$ cat src/rtl/fetch_unit_nw.sv
// fetch_unit_nw
//   N-wide instruction fetch unit. Issues group-aligned requests to
//   instruction memory (at most one outstanding), buffers the returned
//   instructions with their PCs in a circular fetch queue and hands up to
//   FETCH_WIDTH in-order instructions per cycle to decode. Supports jump
//   redirects with queue flush and discard of a stale in-flight response.
//
// Optional feature:
//   FETCH_PREDECODE_EN - when defined, enqueued lanes are predecoded and the
//   first JAL in a returned group redirects fetch (lanes after it dropped).
//
// Ports:
//   clk              clock, rising edge
//   rst              asynchronous active-low reset
//   start_addr       boot PC, sampled in BOOT
//   isJump           single-cycle redirect request
//   jump_address     redirect target (bits [1:0] ignored)
//   imem_req_valid   memory request valid
//   imem_req_ready   memory accepts request
//   imem_req_addr    group-aligned request address
//   imem_resp_valid  in-order response valid (latency >= 1)
//   imem_resp_data   FETCH_WIDTH words, lane i = word at req_addr + 4*i
//   instruction      lanes to decode
//   instruction_addr per-lane PC
//   valid            per-lane valid, contiguous from lane 0
//   dec_ready        decode consumes all valid lanes this cycle
//   dbg_state        current FSM state (BOOT=0, FETCH=1, WAIT=2, DRAIN=3)
//   dbg_count        current fetch queue occupancy
//
// Handshakes: a transfer happens on a rising edge where valid and ready are
// both high; valid never depends on ready, and the request address is held
// stable while valid is high.

module fetch_unit_nw #(
    parameter int ADDR_WIDTH  = 32,
    parameter int DATA_WIDTH  = 32,
    parameter int FETCH_WIDTH = 2,
    parameter int QUEUE_DEPTH = 8
) (
    input  logic                              clk,
    input  logic                              rst,
    input  logic [ADDR_WIDTH-1:0]             start_addr,
    input  logic                              isJump,
    input  logic [ADDR_WIDTH-1:0]             jump_address,
    output logic                              imem_req_valid,
    input  logic                              imem_req_ready,
    output logic [ADDR_WIDTH-1:0]             imem_req_addr,
    input  logic                              imem_resp_valid,
    input  logic [FETCH_WIDTH*DATA_WIDTH-1:0] imem_resp_data,
    output logic [FETCH_WIDTH*DATA_WIDTH-1:0] instruction,
    output logic [FETCH_WIDTH*ADDR_WIDTH-1:0] instruction_addr,
    output logic [FETCH_WIDTH-1:0]            valid,
    input  logic                              dec_ready,
    output logic [1:0]                        dbg_state,
    output logic [$clog2(QUEUE_DEPTH):0]      dbg_count
);

    localparam int OFF_W  = $clog2(FETCH_WIDTH * 4);
    localparam int LANE_W = (FETCH_WIDTH > 1) ? $clog2(FETCH_WIDTH) : 1;
    localparam int PTR_W  = $clog2(QUEUE_DEPTH);
    localparam int CNT_W  = PTR_W + 1;

    typedef enum logic [1:0] {
        S_BOOT  = 2'd0,
        S_FETCH = 2'd1,
        S_WAIT  = 2'd2,
        S_DRAIN = 2'd3
    } state_t;

    state_t                 state, state_next;
    logic [ADDR_WIDTH-1:0]  pc, pc_next;
    logic [ADDR_WIDTH-1:0]  req_base;   // aligned address of the outstanding group
    logic [LANE_W-1:0]      req_off;    // first lane of that group we actually want
    logic [PTR_W-1:0]       head, tail;
    logic [CNT_W-1:0]       count;

    logic [DATA_WIDTH-1:0]  mem_data [QUEUE_DEPTH];
    logic [ADDR_WIDTH-1:0]  mem_addr [QUEUE_DEPTH];

    logic [ADDR_WIDTH-1:0]  aligned_pc;
    logic [LANE_W-1:0]      pc_lane;
    logic [CNT_W-1:0]       free_slots;
    logic                   req_fire;
    logic                   jump_act;
    logic                   enq_en;
    logic [CNT_W-1:0]       base_n;
    logic [CNT_W-1:0]       enq_n;
    logic [CNT_W-1:0]       enq_amt;
    logic [CNT_W-1:0]       pop_n;
    logic [DATA_WIDTH-1:0]  enq_data [FETCH_WIDTH];
    logic [ADDR_WIDTH-1:0]  enq_addr [FETCH_WIDTH];

`ifdef FETCH_PREDECODE_EN
    logic                   jal_hit;
    logic [ADDR_WIDTH-1:0]  jal_target;

    // Sign-extended J-type immediate: imm[20|10:1|11|19:12] = w[31|30:21|20|19:12].
    function automatic logic [ADDR_WIDTH-1:0] jal_offset(input logic [DATA_WIDTH-1:0] w);
        logic signed [20:0] imm;
        imm = {w[31], w[19:12], w[20], w[30:21], 1'b0};
        return ADDR_WIDTH'(imm);
    endfunction
`endif

    // ------------------------------------------------------------------
    // Address helpers and handshake qualifiers
    // ------------------------------------------------------------------
    assign aligned_pc = {pc[ADDR_WIDTH-1:OFF_W], {OFF_W{1'b0}}};
    assign pc_lane    = LANE_W'(pc[OFF_W-1:0] >> 2);
    assign free_slots = CNT_W'(QUEUE_DEPTH) - count;
    assign req_fire   = imem_req_valid && imem_req_ready;
    // BOOT has no PC yet, so a redirect there is meaningless and ignored.
    assign jump_act   = isJump && (state != S_BOOT);
    assign enq_en     = (state == S_WAIT) && imem_resp_valid && !jump_act;
    assign enq_amt    = enq_en ? enq_n : '0;
    assign pop_n      = (dec_ready && !jump_act)
                        ? ((count > CNT_W'(FETCH_WIDTH)) ? CNT_W'(FETCH_WIDTH) : count)
                        : '0;

    assign imem_req_addr = aligned_pc;
    assign dbg_state     = state;
    assign dbg_count     = count;

    // ------------------------------------------------------------------
    // Response compaction: slot j of the enqueue bundle takes lane
    // req_off + j, so kept lanes land contiguously at the queue tail.
    // ------------------------------------------------------------------
    always_comb begin
        base_n = CNT_W'(FETCH_WIDTH) - CNT_W'(req_off);
        enq_n  = base_n;
        for (int j = 0; j < FETCH_WIDTH; j++) begin
            enq_data[j] = '0;
            enq_addr[j] = '0;
            for (int i = 0; i < FETCH_WIDTH; i++) begin
                if (int'(req_off) + j == i) begin
                    enq_data[j] = imem_resp_data[i*DATA_WIDTH +: DATA_WIDTH];
                    enq_addr[j] = req_base + ADDR_WIDTH'(4 * i);
                end
            end
        end
`ifdef FETCH_PREDECODE_EN
        jal_hit    = 1'b0;
        jal_target = '0;
        for (int j = 0; j < FETCH_WIDTH; j++) begin
            if ((CNT_W'(j) < base_n) && !jal_hit && (enq_data[j][6:0] == 7'b1101111)) begin
                jal_hit    = 1'b1;
                jal_target = enq_addr[j] + jal_offset(enq_data[j]);
                // Keep the JAL itself, drop everything after it.
                enq_n      = CNT_W'(j + 1);
            end
        end
`endif
    end

    // ------------------------------------------------------------------
    // FSM next-state, PC and request valid
    // ------------------------------------------------------------------
    always_comb begin
        state_next     = state;
        pc_next        = pc;
        imem_req_valid = 1'b0;

        case (state)
            S_BOOT: begin
                pc_next    = start_addr;
                state_next = S_FETCH;
            end
            S_FETCH: begin
                // Only one group in flight, so requiring room for a full group
                // here reserves space for it until it returns.
                imem_req_valid = (free_slots >= CNT_W'(FETCH_WIDTH));
                if (req_fire) begin
                    pc_next    = aligned_pc + ADDR_WIDTH'(FETCH_WIDTH * 4);
                    state_next = S_WAIT;
                end
            end
            S_WAIT: begin
                if (imem_resp_valid) begin
                    state_next = S_FETCH;
`ifdef FETCH_PREDECODE_EN
                    if (jal_hit) begin
                        pc_next = jal_target;
                    end
`endif
                end
            end
            S_DRAIN: begin
                if (imem_resp_valid) begin
                    state_next = S_FETCH;
                end
            end
            default: begin
                state_next = S_BOOT;
            end
        endcase

        if (jump_act) begin
            pc_next = jump_address & ~ADDR_WIDTH'(3);
            // A request accepted this very cycle, or one still in flight,
            // will produce a response that must be thrown away.
            if (((state == S_FETCH) && req_fire) ||
                (((state == S_WAIT) || (state == S_DRAIN)) && !imem_resp_valid)) begin
                state_next = S_DRAIN;
            end else begin
                state_next = S_FETCH;
            end
        end
    end

    // ------------------------------------------------------------------
    // State, PC and queue pointers
    // ------------------------------------------------------------------
    always_ff @(posedge clk or negedge rst) begin
        if (!rst) begin
            state    <= S_BOOT;
            pc       <= '0;
            req_base <= '0;
            req_off  <= '0;
            head     <= '0;
            tail     <= '0;
            count    <= '0;
        end else begin
            state <= state_next;
            pc    <= pc_next;
            if (req_fire) begin
                req_base <= aligned_pc;
                req_off  <= pc_lane;
            end
            if (jump_act) begin
                head  <= '0;
                tail  <= '0;
                count <= '0;
            end else begin
                head  <= head + PTR_W'(pop_n);
                tail  <= tail + PTR_W'(enq_amt);
                count <= count + enq_amt - pop_n;
            end
        end
    end

    // Queue storage needs no reset: every read is masked by count.
    always_ff @(posedge clk) begin
        if (enq_en) begin
            for (int j = 0; j < FETCH_WIDTH; j++) begin
                if (CNT_W'(j) < enq_n) begin
                    mem_data[tail + PTR_W'(j)] <= enq_data[j];
                    mem_addr[tail + PTR_W'(j)] <= enq_addr[j];
                end
            end
        end
    end

    // ------------------------------------------------------------------
    // Decode handoff, combinational from head
    // ------------------------------------------------------------------
    always_comb begin
        valid            = '0;
        instruction      = '0;
        instruction_addr = '0;
        for (int k = 0; k < FETCH_WIDTH; k++) begin
            valid[k] = (count > CNT_W'(k));
            if (valid[k]) begin
                instruction[k*DATA_WIDTH +: DATA_WIDTH]      = mem_data[head + PTR_W'(k)];
                instruction_addr[k*ADDR_WIDTH +: ADDR_WIDTH] = mem_addr[head + PTR_W'(k)];
            end
        end
    end

endmodule
$ cat config.mk
export PLATFORM = sky130hd
export DESIGN_NAME = fetch_unit_nw
export DESIGN_NICKNAME = d
export VERILOG_FILES = /design/src/rtl/fetch_unit_nw.sv
export SDC_FILE = /design/constraint.sdc
export NUM_CORES = 1
export LEC_CHECK = 0
export BUFFER_PORTS_ARGS = -buffer_cell sky130_fd_sc_hd__buf_4
export CAP_MARGIN = 20
export CORE_MARGIN = 4
export CORE_UTILIZATION = 54
export DETAILED_ROUTE_END_ITERATION = 10
export GPL_TIMING_DRIVEN = 0
export PLACE_DENSITY = 0.77
export SYNTH_ARGS = -nofsm -noshare
export SYNTH_HDL_FRONTEND = slang
export SYNTH_SLANG_ARGS = --single-unit
$ cat constraint.sdc
create_clock -name clk -period 4.53 [get_ports clk]
set_input_delay 0.453 -clock clk [delete_from_list [all_inputs] [get_ports clk]]
set_output_delay 0.453 -clock clk [all_outputs]
set_load 0.01 [all_outputs]
==> results of run 1 <==
## cell families after synthesis
group           after synthesis  synth area share, %
compound gates              222                 4.30
simple gates                359                 5.19
xor+xnor                     14                0.413
buf+inv                     449                 6.06
mux                         605                 30.2
other cells                   1               0.0119
flops                       568                 53.0
fa+ha+maj                    19                0.850
## critical path: stages (launching register included)
cell and delay (ps):
dfrtp_1 390, clkbuf_1 250, buf_2 380, buf_1 830
buf_2 510, mux4_2 260, mux2i_1 60, nor2_1 380
buf_4 210
## power by group
part | leakage [uW] | internal (uW) | switching [uW]
clock | 0.000987 | 3060 | 2050
combinational | 0.00655 | 4330 | 5050
sequential | 0.00534 | 6540 | 723
## worst max-delay path by stage
| stage | slack (ps) | endpoint | cells after the start |
|---|---|---|---|
| after floorplan | 190 | mem_addr[3][10] | 6 |
| after global placement | -2770 | mem_data[1][17] | 6 |
| after detailed placement | 750 | dbg_count[3] | 13 |
| after CTS | 250 | instruction_addr[34] | 8 |
| after global routing | 90 | instruction_addr[31] | 8 |
| final | 180 | instruction_addr[31] | 8 |
## layout make-up
| cell class | instances | area, sq um | share of cell area, % |
|---|---|---|---|
| Antenna cell | 1 | 2.50 | 0.00671 |
| Buffer | 418 | 1790 | 4.81 |
| Clock buffer | 67 | 1550 | 4.15 |
| Clock inverter | 43 | 474 | 1.27 |
| Inverter | 31 | 116 | 0.312 |
| Multi-Input combinational cell | 1226 | 13000 | 34.8 |
| Sequential cell | 568 | 16700 | 44.8 |
| Tap cell | 765 | 957 | 2.57 |
| Timing Repair Buffer | 317 | 2710 | 7.26 |
## synth_stat cells (9+ instances only)
| cell | number | area, sq um |
|---|---|---|
| nand3_1 | 14 | 70.1 |
| inv_1 | 30 | 113 |
| mux2i_1 | 69 | 691 |
| a21oi_1 | 108 | 541 |
| nor2_1 | 95 | 357 |
| buf_4 | 39 | 293 |
| dfrtp_1 | 72 | 1800 |
| mux4_2 | 248 | 5590 |
| mux2_2 | 287 | 3230 |
| nand4_1 | 11 | 68.8 |
| ha_1 | 15 | 188 |
| and2_1 | 10 | 62.6 |
| clkbuf_1 | 291 | 1090 |
| a31oi_1 | 11 | 68.8 |
| edfxtp_1 | 496 | 14900 |
| nor3_1 | 14 | 70.1 |
| buf_1 | 26 | 97.6 |
| nand2b_1 | 9 | 56.3 |
| xnor2_1 | 10 | 87.6 |
| o21ai_0 | 43 | 215 |
| buf_2 | 62 | 310 |
| nand2_1 | 168 | 631 |
## through the flow
stage	total power [uW]	hold slack [ps]	setup TNS, ps	setup slack [ps]	util [%]
2_1_floorplan	12900	157	0	189	-
3_3_place_gp	16400	552	-1119440	-2770	60.1
3_5_place_dp	16600	559	0	747	61.0
4_1_cts	21700	12.9	0	248	64.5
5_1_grt	22700	39.1	0	90.9	64.6
6_report	21800	-27.3	0	182	64.6
## per-layer routing
layer	global-route usage [%]	vias up
li1	-	9198
met1	37.6	11054
met4	11.9	10
met2	50.4	1318
met5	0	-
met3	6.50	258
## sequential cells by signal, indices dropped and copies added, names as in the netlist
signal / flops
dbg_state: 2
mem_data: 256
pc: 30
req_base: 29
dbg_count: 4
tail: 3
req_off: 1
mem_addr: 240
head: 3
==> run summary, run 1 <==
TIMING
------------------------------------------------------------------------------
Top achievable clock speed ......................................      230 MHz
Final critical-path share of the clock period ...................        96.0%
Final Slew Violations ...........................................            0
Setup repair after global routing missed its margin .............        false
Setup violation total in the final timing report ................            0
Clock tree skew after final layout ..............................      22.4 ps
Final hold violations ...........................................           16
Max-Slew Margin vs Limit ........................................        29.2%
Minimum clock period ............................................      4350 ps
Measured slew at the worst slew-check pin .......................      1060 ps
Fin Hold WS .....................................................     -27.3 ps

DIE
------------------------------------------------------------------------------
Chip Width ......................................................       250 um
Core ar. ........................................................ 57,700 sq um
Rows ............................................................           88
Boundary Pins ...................................................          303
Area enclosed by the die boundary ............................... 62,300 sq um
Die span in y ...................................................       250 um
Initial Utilization .............................................        54.6%

FLOW RUN
------------------------------------------------------------------------------
Number of maximum-capacitance constraint violations .............            0

GRT
------------------------------------------------------------------------------
All-layer global routing usage ..................................        29.7%
Wire length of the first global-routing pass ....................       140 mm
Remaining global-route overflow .................................            0
Pin count of the biggest net entering global routing ............           73
Antenna violations before repair ................................            7
Vias in the first global route ..................................       22,781

YOSYS
------------------------------------------------------------------------------
Post-synth design cell area ..................................... 31,500 sq um
Sequential element share of the synthesized area ................        53.0%
Number of flip-flops and latches in the synthesized netlist .....          568
Async set or reset register ratio after synthesis ...............        12.7%
Number of library cell types mapped by synthesis ................           76
Synthesis warning total .........................................            0
Post-synth EDFFs ................................................          496
Synthesized area per cell .......................................   14.1 sq um
Synthesized netlist cell count ..................................        2,237
Most common flop cell mapped by yosys ...........................     edfxtp_1

CLOCKING
------------------------------------------------------------------------------
Clock-pin slew on the worst setup and hold paths ................        60 ps
Worst-Skew Late Latency .........................................       630 ps
Cts bufs inserted ...............................................           59
H-tree depth reported by CTS ....................................            2
CTS tree ........................................................         done
Number of gates given a new drive strength after cts ............            0
Clock tree root driver cell .....................................    clkbuf_16
Clk sink count ..................................................          568
Count of buffers added by post-CTS timing repair for setup ......            0
Buffer depth of the longest clock path ..........................            3
CTS Hold Buffers Added ..........................................            0

CELLS AND AREA
------------------------------------------------------------------------------
Leading cell type in the layout, fill and taps excluded .........     edfxtp_1
Area growth, synth to finish ....................................        18.3%
Number of fillers in the final layout ...........................        4,139
Non-Filler Instances ............................................        3,436
Post-route cell area ............................................ 37,300 sq um
Ratio of cells with drive above 1 in the final layout ...........        39.7%
Final net count .................................................        2,774
Commonest cells after routing, fill and taps aside .............. edfxtp_1 (496), buf_4 (332), clkbuf_1 (297)

SETUP PATH
------------------------------------------------------------------------------
Endpoint of the worst register-to-register path ................. dbg_count[3]
Data arrival time of the critical path ..........................      3890 ps
Critical Path Fanout Max ........................................           10
Kind of end point of the critical path .......................... primary output
Sort of element at the start of the critical path ...............     register
Launching point of the worst reg2reg path ....................... dbg_state[1]
Worst setup path startpoint .....................................      head[0]
FF-to-FF setup slack ............................................       660 ps
CP Data Required Time ...........................................      4080 ps
Depth of the worst register-to-register path ....................           13
Critical path type .............................................. register to primary output

PLACED DESIGN
------------------------------------------------------------------------------
Input/output buffers ............................................          291
RePlAce Congestion ..............................................        0.958
HPWL after DPL ..................................................      63.9 mm
Placed instance count ...........................................        3,320
Total placed instance area ...................................... 35,200 sq um

POWER
------------------------------------------------------------------------------
Leak Pwr ........................................................    0.0129 uW
Ratio of total power to cell area ...............................  583 nW/um^2
Largest voltage drop on the vdd net .............................     0.339 mV

DRT
------------------------------------------------------------------------------
Average via count per standard cell .............................         6.36
Routed length on met2 ...........................................      46.9 mm
Violation count after the first detailed-routing iteration ......        2,347
Routed via count ................................................       21,838
Drt total wl ....................................................      94.0 mm
Met3 wire len ...................................................      9.60 mm
DR top layer ....................................................         met5
Remaining antenna violation count ...............................            0
Wire length on met1 .............................................      33.5 mm
Number of detailed-routing iterations run before antenna repair .            6
Wire per inst ...................................................      27.4 um
Residual DRC ....................................................            0

HOLD PATH
------------------------------------------------------------------------------
Classification of the worst-slack hold path ..................... primary input to asynchronous set/reset pin

RUN STATUS
------------------------------------------------------------------------------
Result of the run ............................................... finished with violations
Violations in the final reports .................................  hold timing

No activity file was read; power rests on OpenSTA's default activity.
==> run 2, diff against run 1 <==
--- a/config.mk
+++ b/config.mk
@@ -8,10 +8,10 @@
 export BUFFER_PORTS_ARGS = -buffer_cell sky130_fd_sc_hd__buf_4
 export CAP_MARGIN = 20
 export CORE_MARGIN = 4
-export CORE_UTILIZATION = 54
+export CORE_UTILIZATION = 55
 export DETAILED_ROUTE_END_ITERATION = 10
 export GPL_TIMING_DRIVEN = 0
-export PLACE_DENSITY = 0.77
+export PLACE_DENSITY = 0.75
 export SYNTH_ARGS = -nofsm -noshare
 export SYNTH_HDL_FRONTEND = slang
 export SYNTH_SLANG_ARGS = --single-unit
==> constraint.sdc (replaced) <==
create_clock -name clk -period 4.65 [get_ports clk]
set_input_delay 0.465 -clock clk [delete_from_list [all_inputs] [get_ports clk]]
set_output_delay 0.465 -clock clk [all_outputs]
set_load 0.01 [all_outputs]
==> run summary, run 2 (synthesis gave the netlist of run 1 again) <==
CELLS AND AREA
----------------------------------------------------------------------------------
Flip-flop count of the largest register, all copies and words added .          256   unchanged
Final net count .....................................................        2,777   was 2,774
Biggest regs ........................................................ mem_data: 256 flops, mem_addr: 240 flops, pc: 30 flops   unchanged
Non-Filler Instances ................................................        3,431   was 3,436
Most flops, register ................................................     mem_data   unchanged
Commonest cells after routing, fill and taps aside .................. edfxtp_1 (496), buf_4 (331), clkbuf_1 (305)   was edfxtp_1 (496), buf_4 (332), clkbuf_1 (297)
Leading cell type in the layout, fill and taps excluded .............     edfxtp_1   unchanged
Post-route cell area ................................................ 37,200 sq um   was 37,300 sq um
Area growth, synth to finish ........................................        18.0%   was 18.3%
Ratio of cells with drive above 1 in the final layout ...............        39.7%   about the same

POWER
----------------------------------------------------------------------------------
Gate power share ....................................................        44.0%   was 43.1%
Ratio of total power to cell area ...................................  560 nW/um^2   was 583 nW/um^2
Fraction of power spent switching nets ..............................        36.6%   was 36.0%
Largest voltage drop on the vdd net .................................     0.320 mV   was 0.339 mV
Fraction of power consumed by sequential logic ......................        34.0%   was 33.4%
Power spent charging and discharging nets ...........................      7630 uW   was 7820 uW
Design internal power ...............................................    13,200 uW   was 13,900 uW
Proportion of power drawn by the clock network ......................        22.1%   was 23.5%
Leak Pwr ............................................................    0.0128 uW   was 0.0129 uW

CLOCKING
----------------------------------------------------------------------------------
CTS tree ............................................................         done   unchanged
H-tree depth reported by CTS ........................................            2   unchanged
Cts bufs inserted ...................................................           59   unchanged
Clock-pin slew on the worst setup and hold paths ....................        70 ps   was 60 ps
Buffer depth of the longest clock path ..............................            3   unchanged
Clk sink count ......................................................          568   unchanged
Count of buffers added by post-CTS timing repair for setup ..........            0   unchanged
Clock tree root driver cell .........................................    clkbuf_16   unchanged
Worst-Skew Late Latency .............................................       630 ps   about the same
Number of gates given a new drive strength after cts ................            0   unchanged
CTS Hold Buffers Added ..............................................            0   unchanged

SETUP PATH
----------------------------------------------------------------------------------
CP Data Required Time ...............................................      4180 ps   was 4080 ps
Sort of element at the start of the critical path ...................     register   unchanged
Data arrival time of the critical path ..............................      3870 ps   was 3890 ps
Kind of end point of the critical path .............................. primary output   unchanged
Critical Path Fanout Max ............................................           10   unchanged
Critical path type .................................................. register to primary output   unchanged

TIMING
----------------------------------------------------------------------------------
Setup repair after global routing missed its margin .................        false   unchanged
Max-Slew Margin vs Limit ............................................        13.8%   was 29.2%
Final critical-path share of the clock period .......................        93.2%
Setup slack after layout ............................................       315 ps   was 182 ps
Minimum clock period ................................................      4340 ps
Final hold violations ...............................................           18   was 16
Measured slew at the worst slew-check pin ...........................      1290 ps   was 1060 ps
Setup violation total in the final timing report ....................            0   unchanged
Top achievable clock speed ..........................................      231 MHz
Clock tree skew after final layout ..................................      17.8 ps   was 22.4 ps
Final Slew Violations ...............................................            0   unchanged
Fin Hold WS .........................................................     -25.1 ps   was -27.3 ps

DIE
----------------------------------------------------------------------------------
Initial Utilization .................................................        55.7%   was 54.6%
Core ar. ............................................................ 56,600 sq um   was 57,700 sq um
Boundary Pins .......................................................          303   unchanged
Die span in y .......................................................       247 um   was 250 um
Area enclosed by the die boundary ................................... 61,200 sq um   was 62,300 sq um
Rows ................................................................           87   was 88
Chip Width ..........................................................       247 um   was 250 um

GRT
----------------------------------------------------------------------------------
Antenna violations before repair ....................................            2   was 7
Wire length of the first global-routing pass ........................       140 mm   about the same
All-layer global routing usage ......................................        30.8%   was 29.7%
Remaining global-route overflow .....................................            0   unchanged
Vias in the first global route ......................................       22,517   was 22,781
Pin count of the biggest net entering global routing ................           73   unchanged

FLOW RUN
----------------------------------------------------------------------------------
Number of maximum-capacitance constraint violations .................            0   unchanged

DRT
----------------------------------------------------------------------------------
Residual DRC ........................................................            0   unchanged
Violation count after the first detailed-routing iteration ..........        2,343   was 2,347
Remaining antenna violation count ...................................            0   unchanged
Routed via count ....................................................       21,746   was 21,838
Wire per inst .......................................................      27.4 um   about the same
Number of detailed-routing iterations run before antenna repair .....            5   was 6
Drt total wl ........................................................      94.2 mm   was 94.0 mm
Average via count per standard cell .................................         6.34   was 6.36

PLACED DESIGN
----------------------------------------------------------------------------------
RePlAce Congestion ..................................................        0.948   was 0.958
Minimum setup slack after placement .................................       845 ps   was 747 ps
Placed instance count ...............................................        3,315   was 3,320
HPWL after DPL ......................................................      64.5 mm   was 63.9 mm
Input/output buffers ................................................          291   unchanged
Total placed instance area .......................................... 35,300 sq um   was 35,200 sq um

RUN STATUS
----------------------------------------------------------------------------------
Violations in the final reports .....................................  hold timing   unchanged
Result of the run ................................................... finished with violations   unchanged

HOLD PATH
----------------------------------------------------------------------------------
Classification of the worst-slack hold path ......................... primary input to asynchronous set/reset pin   unchanged

run 2: cell types whose count changed in the layout (fill, tap and decap cells not counted), sizes merged:
cell      delta
buf          +3
bufinv       -7
clkbuf       +8
clkinv       -1
clkinvlp     +1
diode        +1
inv          -1
run 2: metrics by stage:
step | total power (uW) | util [%] | hold slack, ps | TNS (ps)
2_1_floorplan | 12600 | - | 169 | 0
3_3_place_gp | 16000 | 61.3 | 602 | -1385310
3_5_place_dp | 16200 | 62.3 | 602 | 0
4_1_cts | 20800 | 65.6 | 6.15 | 0
5_1_grt | 21800 | 65.7 | 42.6 | 0
6_report | 20800 | 65.7 | -25.1 | 0
run 2: final timing paths:
| check | from | to | slack (ps) | cells after the start |
|---|---|---|---|---|
| min in group clk | jump_address[12] | pc[12] | 80 | 2 |
| worst min-delay path | rst | pc[21] | -30 | 1 |
| worst min register to register | pc[2] | req_off | 610 | 1 |
| max in group asynchronous | rst | req_base[6] | 4020 | 1 |
| worst max register to register | dbg_state[1] | dbg_count[3] | 760 | 13 |
| worst max-delay path | head[0] | instruction[47] | 310 | 8 |
run 2: power by group through the flow:
stage                     Clock (uW)  Sequential [uW]  Combinational [uW]
final                           4600             7070                9160
after global routing            4860             7140                9760
after CTS                       4640             7060                9120
after detailed placement           0             7150                9060
after global placement             0             7140                8860
after floorplan                    0             6880                5700
run 2: layout make-up:
class                           instances  area [sq um]
Antenna cell                            2          5.00
Buffer                                418          1790
Clock buffer                           75          1580
Clock inverter                         35           272
Fill cell                            4151         19400
Inverter                               31           116
Multi-Input combinational cell       1226         13000
Sequential cell                       568         16700
Tap cell                              756           946
Timing Repair Buffer                  320          2780
run 2: layer usage:
| metal | up-vias | track usage (%) | wire (um) |
|---|---|---|---|
| met5 | - | 0 | 0 |
| met4 | 0 | 9.99 | 3170 |
| li1 | 9224 | - | - |
| met3 | 230 | 5.60 | 9230 |
| met1 | 10987 | 40.6 | 35000 |
| met2 | 1305 | 52.2 | 46700 |
run 2: critical path, stage by stage, from the launching register on:
cell and delay (ps):
dfrtp_1 410, ha_1 290, clkbuf_1 540, buf_2 510, buf_2 490, mux4_2 570, nand2_1 80, a21oi_1 130
buf_4 210
